File: src/rtl/seg7_scan_decoder_if.sv
// Display readback bus: the scanned 7-segment inputs plus the decoded-word
// valid/ready output. The master side is the display driver and the consumer;
// the slave side is the decoder.
interface seg7_scan_decoder_if #(
    parameter int NUM_DIGITS = 4
);
    logic [NUM_DIGITS-1:0]   i_an;
    logic [6:0]              i_seg;
    logic                    i_ready;
    logic [4*NUM_DIGITS-1:0] o_value;
    logic                    o_valid;
    logic [NUM_DIGITS-1:0]   o_digit_err;
    logic                    o_overrun;
    logic                    o_scan_err;

    modport master (
        output i_an, i_seg, i_ready,
        input  o_value, o_valid, o_digit_err, o_overrun, o_scan_err
    );

    modport slave (
        input  i_an, i_seg, i_ready,
        output o_value, o_valid, o_digit_err, o_overrun, o_scan_err
    );
endinterface

File: src/rtl/seg7_scan_decoder.sv
// Recovers the hex word shown on a time-multiplexed active-low 7-segment bus.
// Each digit must hold one pattern for STABLE_CYCLES samples before it is
// captured; once all digits are seen the word is offered on valid/ready.

// Per-digit capture slot: shadow nibble, seen bit and invalid-pattern flag.
module seg7_digit_slot (
    input  logic       i_clk,
    input  logic       i_rst,
    input  logic       cap,
    input  logic       commit,
    input  logic [3:0] nib,
    input  logic       inval,
    output logic [3:0] shadow,
    output logic       seen,
    output logic       err
);
    // Commit clears the frame bookkeeping; a capture on the same edge lands
    // afterwards so it belongs to the next frame. Shadow survives commits.
    always_ff @(posedge i_clk) begin
        if (i_rst) begin
            shadow <= 4'h0;
            seen   <= 1'b0;
            err    <= 1'b0;
        end else begin
            if (commit) begin
                seen <= 1'b0;
                err  <= 1'b0;
            end
            if (cap) begin
                shadow <= nib;
                seen   <= 1'b1;
                err    <= inval;
            end
        end
    end
endmodule

module seg7_scan_decoder #(
    parameter int NUM_DIGITS    = 4,
    parameter int STABLE_CYCLES = 4
) (
    input logic                i_clk,
    input logic                i_rst,
    seg7_scan_decoder_if.slave bus
);
    localparam int CW = $clog2(STABLE_CYCLES + 1);
    localparam int KW = (NUM_DIGITS > 1) ? $clog2(NUM_DIGITS) : 1;
    localparam logic [CW-1:0] CNT_MAX = CW'(STABLE_CYCLES);

    // Inverse of the hex encoder; unknown patterns give {invalid, 0}.
    function automatic logic [4:0] decode(input logic [6:0] s);
        logic [4:0] r;
        case (s)
            7'b1000000: r = {1'b0, 4'h0};
            7'b1111001: r = {1'b0, 4'h1};
            7'b0100100: r = {1'b0, 4'h2};
            7'b0110000: r = {1'b0, 4'h3};
            7'b0011001: r = {1'b0, 4'h4};
            7'b0010010: r = {1'b0, 4'h5};
            7'b0000010: r = {1'b0, 4'h6};
            7'b1111000: r = {1'b0, 4'h7};
            7'b0000000: r = {1'b0, 4'h8};
            7'b0010000: r = {1'b0, 4'h9};
            7'b0001000: r = {1'b0, 4'hA};
            7'b0000011: r = {1'b0, 4'hB};
            7'b1000110: r = {1'b0, 4'hC};
            7'b0100001: r = {1'b0, 4'hD};
            7'b0000110: r = {1'b0, 4'hE};
            7'b0001110: r = {1'b0, 4'hF};
            default:    r = {1'b1, 4'h0};
        endcase
        return r;
    endfunction

    logic [KW-1:0]                samp_k;
    logic                         active;
    logic                         multi;
    logic                         last_act;
    logic [KW-1:0]                last_k;
    logic [6:0]                   last_seg;
    logic [CW-1:0]                cnt;
    logic [CW-1:0]                cnt_next;
    logic                         same;
    logic                         capture;
    logic [4:0]                   dec;
    logic [NUM_DIGITS-1:0]        cap_vec;
    logic [NUM_DIGITS-1:0][3:0]   shadow;
    logic [NUM_DIGITS-1:0]        seen;
    logic [NUM_DIGITS-1:0]        err_acc;
    logic                         commit;

    // Classify the sample: exactly one low enable is active, anything else idle.
    always_comb begin
        int nlow;
        nlow   = 0;
        samp_k = '0;
        for (int i = 0; i < NUM_DIGITS; i++) begin
            if (!bus.i_an[i]) begin
                nlow   = nlow + 1;
                samp_k = KW'(i);
            end
        end
        active = (nlow == 1);
        multi  = (nlow > 1);
    end

    // Stability count and single-shot capture per stable run.
    always_comb begin
        same = active && last_act && (last_k == samp_k) && (last_seg == bus.i_seg);
        if (!active)
            cnt_next = '0;
        else if (same)
            cnt_next = (cnt == CNT_MAX) ? cnt : cnt + CW'(1);
        else
            cnt_next = CW'(1);
        // Saturated-and-held runs do not fire again.
        capture = active && (cnt_next == CNT_MAX) && !(same && (cnt == CNT_MAX));
        dec     = decode(bus.i_seg);
        commit  = &seen;
    end

    // Remember last sample and the run length.
    always_ff @(posedge i_clk) begin
        if (i_rst) begin
            last_act <= 1'b0;
            last_k   <= '0;
            last_seg <= '0;
            cnt      <= '0;
        end else begin
            last_act <= active;
            last_k   <= samp_k;
            last_seg <= bus.i_seg;
            cnt      <= cnt_next;
        end
    end

    for (genvar g = 0; g < NUM_DIGITS; g++) begin : g_slot
        assign cap_vec[g] = capture && (samp_k == KW'(g));
        seg7_digit_slot u_slot (
            .i_clk  (i_clk),
            .i_rst  (i_rst),
            .cap    (cap_vec[g]),
            .commit (commit),
            .nib    (dec[3:0]),
            .inval  (dec[4]),
            .shadow (shadow[g]),
            .seen   (seen[g]),
            .err    (err_acc[g])
        );
    end

    // Output slot: commit a full frame if free, else drop it and flag overrun.
    always_ff @(posedge i_clk) begin
        if (i_rst) begin
            bus.o_value     <= '0;
            bus.o_valid     <= 1'b0;
            bus.o_digit_err <= '0;
            bus.o_overrun   <= 1'b0;
            bus.o_scan_err  <= 1'b0;
        end else begin
            bus.o_overrun <= 1'b0;
            if (commit) begin
                if (!bus.o_valid || bus.i_ready) begin
                    bus.o_value     <= shadow;
                    bus.o_digit_err <= err_acc;
                    bus.o_valid     <= 1'b1;
                end else begin
                    bus.o_overrun <= 1'b1;
                end
            end else if (bus.o_valid && bus.i_ready) begin
                bus.o_valid <= 1'b0;
            end
            if (multi)
                bus.o_scan_err <= 1'b1;
        end
    end
endmodule

File: src/flat_wrapper.sv
// flat-port wrapper written by rule: the top's interface ports become plain ports
module seg7_scan_decoder_flat 
#(
    parameter int NUM_DIGITS    = 4,
    parameter int STABLE_CYCLES = 4
)
  (i_clk, i_rst, bus_i_an, bus_i_seg, bus_i_ready, bus_o_value, bus_o_valid, bus_o_digit_err, bus_o_overrun, bus_o_scan_err);
  seg7_scan_decoder_if #(.NUM_DIGITS(NUM_DIGITS)) bus_i ();
  input logic i_clk;
  input logic i_rst;
  input wire logic [$bits(bus_i.i_an)-1:0] bus_i_an;
  input wire logic [$bits(bus_i.i_seg)-1:0] bus_i_seg;
  input wire logic [$bits(bus_i.i_ready)-1:0] bus_i_ready;
  output wire logic [$bits(bus_i.o_value)-1:0] bus_o_value;
  output wire logic [$bits(bus_i.o_valid)-1:0] bus_o_valid;
  output wire logic [$bits(bus_i.o_digit_err)-1:0] bus_o_digit_err;
  output wire logic [$bits(bus_i.o_overrun)-1:0] bus_o_overrun;
  output wire logic [$bits(bus_i.o_scan_err)-1:0] bus_o_scan_err;
  assign bus_i.i_an = bus_i_an;
  assign bus_i.i_seg = bus_i_seg;
  assign bus_i.i_ready = bus_i_ready;
  assign bus_o_value = bus_i.o_value;
  assign bus_o_valid = bus_i.o_valid;
  assign bus_o_digit_err = bus_i.o_digit_err;
  assign bus_o_overrun = bus_i.o_overrun;
  assign bus_o_scan_err = bus_i.o_scan_err;
  seg7_scan_decoder #(.NUM_DIGITS(NUM_DIGITS), .STABLE_CYCLES(STABLE_CYCLES)) u_core (.i_clk(i_clk), .i_rst(i_rst), .bus(bus_i));
endmodule
File: config.mk
export PLATFORM = sky130hd
export DESIGN_NAME = seg7_scan_decoder_flat
export DESIGN_NICKNAME = d
export VERILOG_FILES = /design/src/rtl/seg7_scan_decoder_if.sv /design/src/rtl/seg7_scan_decoder.sv /design/src/flat_wrapper.sv
export SDC_FILE = /design/constraint.sdc
export NUM_CORES = 1
export LEC_CHECK = 0
export ABC_AREA = 1
export BUFFER_PORTS_ARGS = -buffer_cell sky130_fd_sc_hd__buf_2
export CAP_MARGIN = 10
export CORE_MARGIN = 2
export CORE_UTILIZATION = 23
export CTS_BUF_LIST = sky130_fd_sc_hd__clkbuf_4 sky130_fd_sc_hd__clkbuf_8 sky130_fd_sc_hd__clkbuf_16
export CTS_CLUSTER_DIAMETER = 200
export DETAILED_ROUTE_END_ITERATION = 8
export PLACE_DENSITY = 0.41
export SYNTH_ARGS = -nofsm -noshare
export SYNTH_HDL_FRONTEND = slang
export SYNTH_SLANG_ARGS = --single-unit
File: constraint.sdc
create_clock -name i_clk -period 2 [get_ports i_clk]
set_input_delay 0.1 -clock i_clk [delete_from_list [all_inputs] [get_ports i_clk]]
set_output_delay 0.1 -clock i_clk [all_outputs]
set_load 0.02 [all_outputs]
### Word level (Yosys, flattened, before mapping)

Index checks and enable logic that the tools add are counted.

* RAM bits: 0
* output and inout bits: 23
* flip-flop bits (word level): 60
* logic and storage cells: 100
* bits in latches: 0
* bits of input ports: 14
* memories kept: 0
* memory bits (read-only): 0

* bitwise logic cells: 1
* equal/unequal tests: 24
* multipliers: 0
* shifts and indexed selects: 0
* add/subtract/negate cells: 4
* mux-type cells: 24
* div/mod/pow operators: 0
* order comparisons: 1
* reduce and logical (&&, ||, !) cells: 25

Operators by type and width (count)
* 32-bit 2-to-1 mux: 3
* 5-bit one-hot mux with 16 select lines: 1
* 32-bit by 2-bit adder with 32-bit output (second input constant): 2
* 32-bit by 2-bit equality test with 1-bit output (second input constant): 1
* 32-bit by 2-bit > comparator with 1-bit output (second input constant): 1
* 7-bit equality test (second input constant): 4
* 7-bit by 5-bit equality test with 1-bit output (second input constant): 3
* 7-bit by 6-bit equality test with 1-bit output (second input constant): 3
* 1-bit 2-to-1 mux: 15
* 7-bit by 2-bit equality test with 1-bit output (second input constant): 2
* 7-bit by 4-bit equality test with 1-bit output (second input constant): 2
* 1-bit logical AND: 11
* 2-bit nonzero test: 5
* 3-bit 2-to-1 mux: 3
* 7-bit by 3-bit equality test with 1-bit output (second input constant): 1
* 7-bit equality test: 1
* 7-bit zero test: 1
* 3-bit equality test (second input constant): 2
* 5-bit AND reduction: 1
* 2-bit equality test (second input constant): 2
* 2-bit 2-to-1 mux: 2
* 4-bit AND reduction: 1
* 3-bit by 1-bit adder with 3-bit output (second input constant): 1
* 1-bit by 1-bit adder with 2-bit output (second input constant): 1
* other kinds (9): 10

### Depth between registers and ports, before layout

* depth in word-level cells: 18
* mapped depth: 14
* depth with buffers taken out: 14

### Cells and area by module

Synthesis repeated with hierarchy kept, for this count alone.

* cells, all modules: 393
* area, all modules: 2691.3 µm²

Modules (own cells, without submodules)
* seg7_scan_decoder: seq. area each 720.7 µm², cells each 281, times used 1, area each 1835.5 µm²
* seg7_digit_slot: seq. area each 120.1 µm², cells each 28, times used 4, area each 214.0 µm²

### Worst setup path before layout

No wires, ideal clock.

* kind: input -> register
* from: in bus_i_an[1]
* to: reg u_core.g_slot[0].u_slot.shadow[2]
* setup time: 0.110 ns
* path slack: 0.298 ns
* arrival time: 1.593 ns
* stages: 13
* path buffers: 1
* required time: 1.890 ns
* path through: inv_1 -> ha_1 -> inv_1 -> nand2_1 -> nand2_1 -> nand2_1 -> a21oi_1 -> nand4_1 -> nor2_8 -> buf_6 -> nand4_1 -> nand2_1 -> nor2_1

* longest elaborated chain between the ends: 15
* elaborated cells between the ends (all ways): 22
* those cells by class: add/sub (2); eq/ne (3); mux (8); reduce/logical (9)

RTL lines
* start, declared: line flat_wrapper.sv:11 `input wire logic [$bits(bus_i.i_an)-1:0] bus_i_an;`
* 32-bit 2-to-1 mux: line seg7_scan_decoder.sv:98 `if (!bus.i_an[i]) begin`
* 32-bit by 2-bit adder with 32-bit output: line seg7_scan_decoder.sv:99 `nlow = nlow + 1;`
* 32-bit 2-to-1 mux: line seg7_scan_decoder.sv:98
* 32-bit by 2-bit adder with 32-bit output: line seg7_scan_decoder.sv:99
* 32-bit 2-to-1 mux: line seg7_scan_decoder.sv:98
* 32-bit by 2-bit equality test with 1-bit output: line seg7_scan_decoder.sv:103 `active = (nlow == 1);`
* 1-bit logical AND (3 in series): line seg7_scan_decoder.sv:109 `same = active && last_act && (last_k == samp_k) && (last_seg == bus.i_seg);`
* 3-bit 2-to-1 mux: line seg7_scan_decoder.sv:112 `else if (same)`
* 3-bit 2-to-1 mux: line seg7_scan_decoder.sv:110 `if (!active)`
* 3-bit equality test: line seg7_scan_decoder.sv:117 `capture = active && (cnt_next == CNT_MAX) && !(same && (cnt == CNT_MAX));`
* 1-bit logical AND (2 in series): line seg7_scan_decoder.sv:117
* 1-bit logical AND *: line seg7_scan_decoder.sv:138 `assign cap_vec[g] = capture && (samp_k == KW'(g));`
* end signal, assigned: line seg7_scan_decoder.sv:30 `shadow <= nib;`
* end, declared: line seg7_scan_decoder.sv:13 `output logic [3:0] shadow,`

Every way passes the cells marked *; elsewhere a longest branch is shown, timed or not.
A chain may end at the register's enable or synchronous reset.

### Worst setup path after layout

* from: reg u_core.cnt[0]
* to: reg u_core.g_slot[0].u_slot.shadow[1]

* longest elaborated chain between the ends: 8
* elaborated cells between the ends (all ways): 11
* those cells by class: add/sub (1); eq/ne (2); mux (3); reduce/logical (5)

RTL lines
* start, declared: line seg7_scan_decoder.sv:81 `logic [CW-1:0] cnt;`
* start signal, assigned: line seg7_scan_decoder.sv:133 `cnt <= cnt_next;`
* 3-bit by 1-bit adder with 3-bit output / 3-bit equality test (equally long branches): line seg7_scan_decoder.sv:113, seg7_scan_decoder.sv:117
* 3-bit 2-to-1 mux: line seg7_scan_decoder.sv:113 `cnt_next = (cnt == CNT_MAX) ? cnt : cnt + CW'(1);`
* 3-bit 2-to-1 mux: line seg7_scan_decoder.sv:112
* 3-bit 2-to-1 mux: line seg7_scan_decoder.sv:110
* 3-bit equality test: line seg7_scan_decoder.sv:117
* 1-bit logical AND: line seg7_scan_decoder.sv:117
* 1-bit logical AND *: line seg7_scan_decoder.sv:117
* 1-bit logical AND *: line seg7_scan_decoder.sv:138

Marked as above.

==> metrics.txt <==
# TYPE chip_impl_metric gauge
chip_impl_info{name="rr_startpoint",value="u_core.cnt[0]"} 1
chip_impl_metric{name="synth_area_per_cell",unit="um^2"} 6.82
chip_impl_metric{name="critical_path_required",unit="ns"} 2.26
chip_impl_metric{name="synth_cell_type_count",unit=""} 24
chip_impl_metric{name="layout_worst_path_cycle_share",unit=""} 0.910
chip_impl_metric{name="first_global_vias",unit=""} 2465
chip_impl_metric{name="numCtsBuffers",unit=""} 9
chip_impl_metric{name="drt-initial-drc-count",unit=""} 130
chip_impl_metric{name="finalSetupTns",unit="ns"} 0
chip_impl_metric{name="synth_top_area_frac",unit=""} 0.411
chip_impl_info{name="timing.critical_path.from_type",value="flop"} 1
chip_impl_metric{name="postSynthRegisterBits",unit=""} 60
chip_impl_info{name="crit_chain",value="inv_1, ha_1, a21oi_2, nand4_1, nor2_8, buf_12, nand3_4, nand2_1, nand2_1, nor2_1"} 1
chip_impl_metric{name="firstDrtPassIters",unit=""} 4
chip_impl_info{name="clock_tree_from_tritoncts",value="done"} 1
chip_impl_info{name="critical_path_class",value="reg -> reg"} 1
chip_impl_info{name="worst_setup_path_end_kind",value="flop"} 1
chip_impl_info{name="synth.top_cells.by_area",value="dfxtp_1 41%, nand2_1 13%, nor2_1 9.8%"} 1
chip_impl_metric{name="drc",unit=""} 0
chip_impl_metric{name="post_synthesis_cells",unit=""} 428
chip_impl_metric{name="cts_sinks",unit=""} 60
chip_impl_metric{name="gr-total-overflow",unit=""} 0
chip_impl_metric{name="pin_count",unit=""} 37
chip_impl_metric{name="critPathArrivalTime",unit="ns"} 2.08
chip_impl_metric{name="holdBufCountCts",unit=""} 0
chip_impl_metric{name="postSynthNetCount",unit=""} 448
chip_impl_metric{name="worst_pin_slew",unit="ns"} 0.400
chip_impl_metric{name="crit_path_max_incr_delay",unit="ns"} 0.34
chip_impl_metric{name="hold_path_depth",unit=""} 3
chip_impl_metric{name="initial_antenna_violation_count",unit=""} 0
chip_impl_metric{name="routed_wire_length_per_instance",unit="um"} 10.8
chip_impl_metric{name="postPlaceCellArea",unit="um^2"} 3340
chip_impl_metric{name="layout.nets",unit=""} 494
chip_impl_metric{name="drt-total-wl",unit="um"} 7010
chip_impl_metric{name="power.ir.vdd_worst",unit="V"} 0.000366
chip_impl_metric{name="leakage",unit="uW"} 0.00181
chip_impl_metric{name="fp-row-count",unit=""} 41
chip_impl_metric{name="hpwlAfterDp",unit="um"} 5120
chip_impl_metric{name="standard_cell_core_area",unit="um^2"} 12500
chip_impl_info{name="worst_path_dominant_cell_family",value="simple AND/OR/NAND/NOR gates"} 1
chip_impl_metric{name="powerDensity",unit="nW/um^2"} 851
chip_impl_metric{name="period_minus_slack",unit="ns"} 1.82
chip_impl_metric{name="globalRouteTotalUtil",unit=""} 0.111
chip_impl_metric{name="die_width",unit="um"} 117
chip_impl_info{name="crit_start",value="u_core.cnt[0]"} 1
chip_impl_metric{name="antenna_cells",unit=""} 0
chip_impl_metric{name="final_cells",unit=""} 650
chip_impl_metric{name="syn-cell-area",unit="um^2"} 2920
chip_impl_metric{name="design.die.area",unit="um^2"} 13600
chip_impl_metric{name="worst-path-buf-inv",unit=""} 2
chip_impl_metric{name="layout-drive-gt1-share",unit=""} 0.172
chip_impl_metric{name="finish.instance_area",unit="um^2"} 3670
chip_impl_metric{name="cts_max_level",unit=""} 3
chip_impl_metric{name="reg2reg_depth",unit=""} 10
chip_impl_metric{name="ant_nets",unit=""} 0
chip_impl_metric{name="detailroute.via_count",unit=""} 2662
chip_impl_metric{name="setup_viol",unit=""} 0
chip_impl_metric{name="globalplace.congestion",unit=""} 0.787
chip_impl_metric{name="syn_to_final_growth",unit="%"} 25.7
chip_impl_info{name="timing.critical_path.mode_cell",value="nand2_1"} 1
chip_impl_metric{name="grt_first_pass_wirelength",unit="um"} 11600
chip_impl_metric{name="timing.max_slew.rel_slack",unit=""} 0.731
chip_impl_metric{name="floorplan.die.height",unit="um"} 117
chip_impl_metric{name="report.final.slew_viol_count",unit=""} 0
chip_impl_info{name="synth_area_leader_cell",value="dfxtp_1"} 1
chip_impl_metric{name="grt_max_degree",unit=""} 43
chip_impl_metric{name="initial_core_util",unit=""} 0.233
chip_impl_metric{name="max_freq",unit="GHz"} 0.550
chip_impl_metric{name="detail_route.vias_per_cell",unit=""} 4.10
chip_impl_metric{name="final.setup_skew",unit="ns"} 0.00716
chip_impl_metric{name="synth_warnings",unit=""} 0
chip_impl_metric{name="placedCellCount",unit=""} 634
chip_impl_metric{name="path_depth",unit=""} 10
chip_impl_metric{name="clk_path_buf_depth",unit=""} 2
chip_impl_metric{name="max_cap_viol_count",unit=""} 0
chip_impl_info{name="timing.hold.worst.class",value="in -> reg"} 1
chip_impl_metric{name="timing.final.hold_violations",unit=""} 0
chip_impl_metric{name="place.port_buffers",unit=""} 36
chip_impl_metric{name="fillCellCount",unit=""} 1388
chip_impl_info{name="grt_setup_unrepaired",value="no"} 1
chip_impl_metric{name="clock_insertion_delay_worst_skew",unit="ns"} 0.33
chip_impl_info{name="hold_path_startpoint",value="bus_i_seg[0]"} 1
chip_impl_info{name="clk_root_buffer_cell",value="clkbuf_16"} 1
chip_impl_info{name="outcome",value="complete, no violations"} 1
chip_impl_metric{name="crit_path_max_fanout",unit=""} 9
chip_impl_info{name="worst_path_max_delay_cell",value="dfxtp_1"} 1
chip_impl_metric{name="clk_pin_slew",unit="ns"} 0.05
chip_impl_metric{name="synth_seq_area_share",unit=""} 0.411
[through the flow]
stage | util | setup WS, ns | power, uW | hold WS (ns)
6_report | 0.293 | 0.181 | 3120 | 0.0388
3_3_place_gp | 0.267 | 0.0746 | 1470 | 0.371
2_1_floorplan | - | 0.298 | 1400 | 0.192
5_1_grt | 0.293 | 0.00268 | 3250 | 0.0584
3_5_place_dp | 0.267 | 0.0265 | 1470 | 0.374
4_1_cts | 0.292 | 0.112 | 3170 | 0.0288
[worst paths after layout]
check	slack, ns	to
setup / recovery	0.18	u_core.g_slot[0].u_slot.shadow[1]
hold / removal	0.04	u_core.last_seg[0]
hold reg to reg	0.46	u_core.bus.o_value[7]
setup reg to reg	0.18	u_core.g_slot[0].u_slot.shadow[1]
[logic make-up (layout without fill, tap and decap cells)]
kind of cell / count (synthesis) / in the layout / synth area share
buffers and inverters: 82 / 132 / 0.114
AOI/OAI and AO/OA: 54 / 54 / 0.0930
xor gates and xnor gates: 3 / 3 / 0.00900
and+or+nand+nor: 223 / 223 / 0.347
adders and majority gates: 6 / 6 / 0.0257
DFF: 60 / 60 / 0.411
[cell usage in the layout, fill, tap and decap left out, types with 2 or more instances in the layout]
cell type,netlist,routed
buf_2,2,36
dfxtp_1,60,60
buf_4,0,11
a21oi_1,27,26
o21ai_0,26,26
nand4_1,16,16
nor2_2,1,2
xor2_1,2,2
nor2_4,2,2
inv_1,63,63
bufinv_16,0,2
ha_1,6,6
nor2_1,76,75
nor3_1,5,5
clkbuf_16,0,9
nand2_1,101,101
inv_2,6,6
nand3_1,14,14
nand3_4,5,5
[power breakdown]
group	switching (uW)	leakage, uW	total, uW	internal (uW)
registers	6.57	0.000486	1220	1210
logic	156	0.00117	224	67.9
clock network	549	0.000159	1680	1130
total	712	0.00181	3120	2410
[sequential cells by signal (all words and copies together), names as in the netlist]
signal                       cells
u_core.bus.o_digit_err           4
u_core.cnt                       3
u_core.last_k                    2
u_core.g_slot.u_slot.shadow     16
u_core.last_act                  1
u_core.bus.o_valid               1
u_core.g_slot.u_slot.seen        4
u_core.last_seg                  7
u_core.bus.o_value              16
u_core.bus.o_scan_err            1
u_core.bus.o_overrun             1
u_core.g_slot.u_slot.err         4
[worst register-to-register path, cell delays in order, from the launching register on]
cell,delay [ns]
dfxtp_1,0.34
inv_1,0.08
ha_1,0.32
a21oi_2,0.13
nand4_1,0.22
nor2_8,0.19
buf_12,0.14
nand3_4,0.11
nand2_1,0.09
nand2_1,0.05
nor2_1,0.11
[layer usage]
metal / share of wire / vias to the layer above / GRT usage
met3: 0.028 / 11 / 0.0176
met5: 0 / - / 0
met1: 0.49 / 1188 / 0.142
li1: - / 1421 / -
met2: 0.45 / 42 / 0.177
met4: 0.024 / 0 / 0.0635
[area by class of cell]
type | count | area, um^2 | share of cell area
inverters | 69 | 259 | 0.0706
multi-input cells | 286 | 1390 | 0.379
clock inverters | 4 | 73.8 | 0.0201
well taps | 172 | 215 | 0.0586
flip-flops and latches | 60 | 1200 | 0.327
clock buffers | 11 | 246 | 0.0671
repair buffers | 48 | 283 | 0.0770
[Yosys cell counts, drive strengths merged]
master  count
xnor2       1
ha          6
nor3        5
nand2     103
nand4      16
nor2       80
a21oi      27
xor2        2
buf         6
clkbuf      7
o21ai      26
inv        69
o22ai       1
nand3      19
dfxtp      60
[repair_timing]
action                     4_1_cts  5_1_grt
gates resized for setup          0        1
setup buffers                    0        1
setup endpoints to repair        0       13
hold endpoints to repair         0        0
Power figures use the tool's default switching activity.
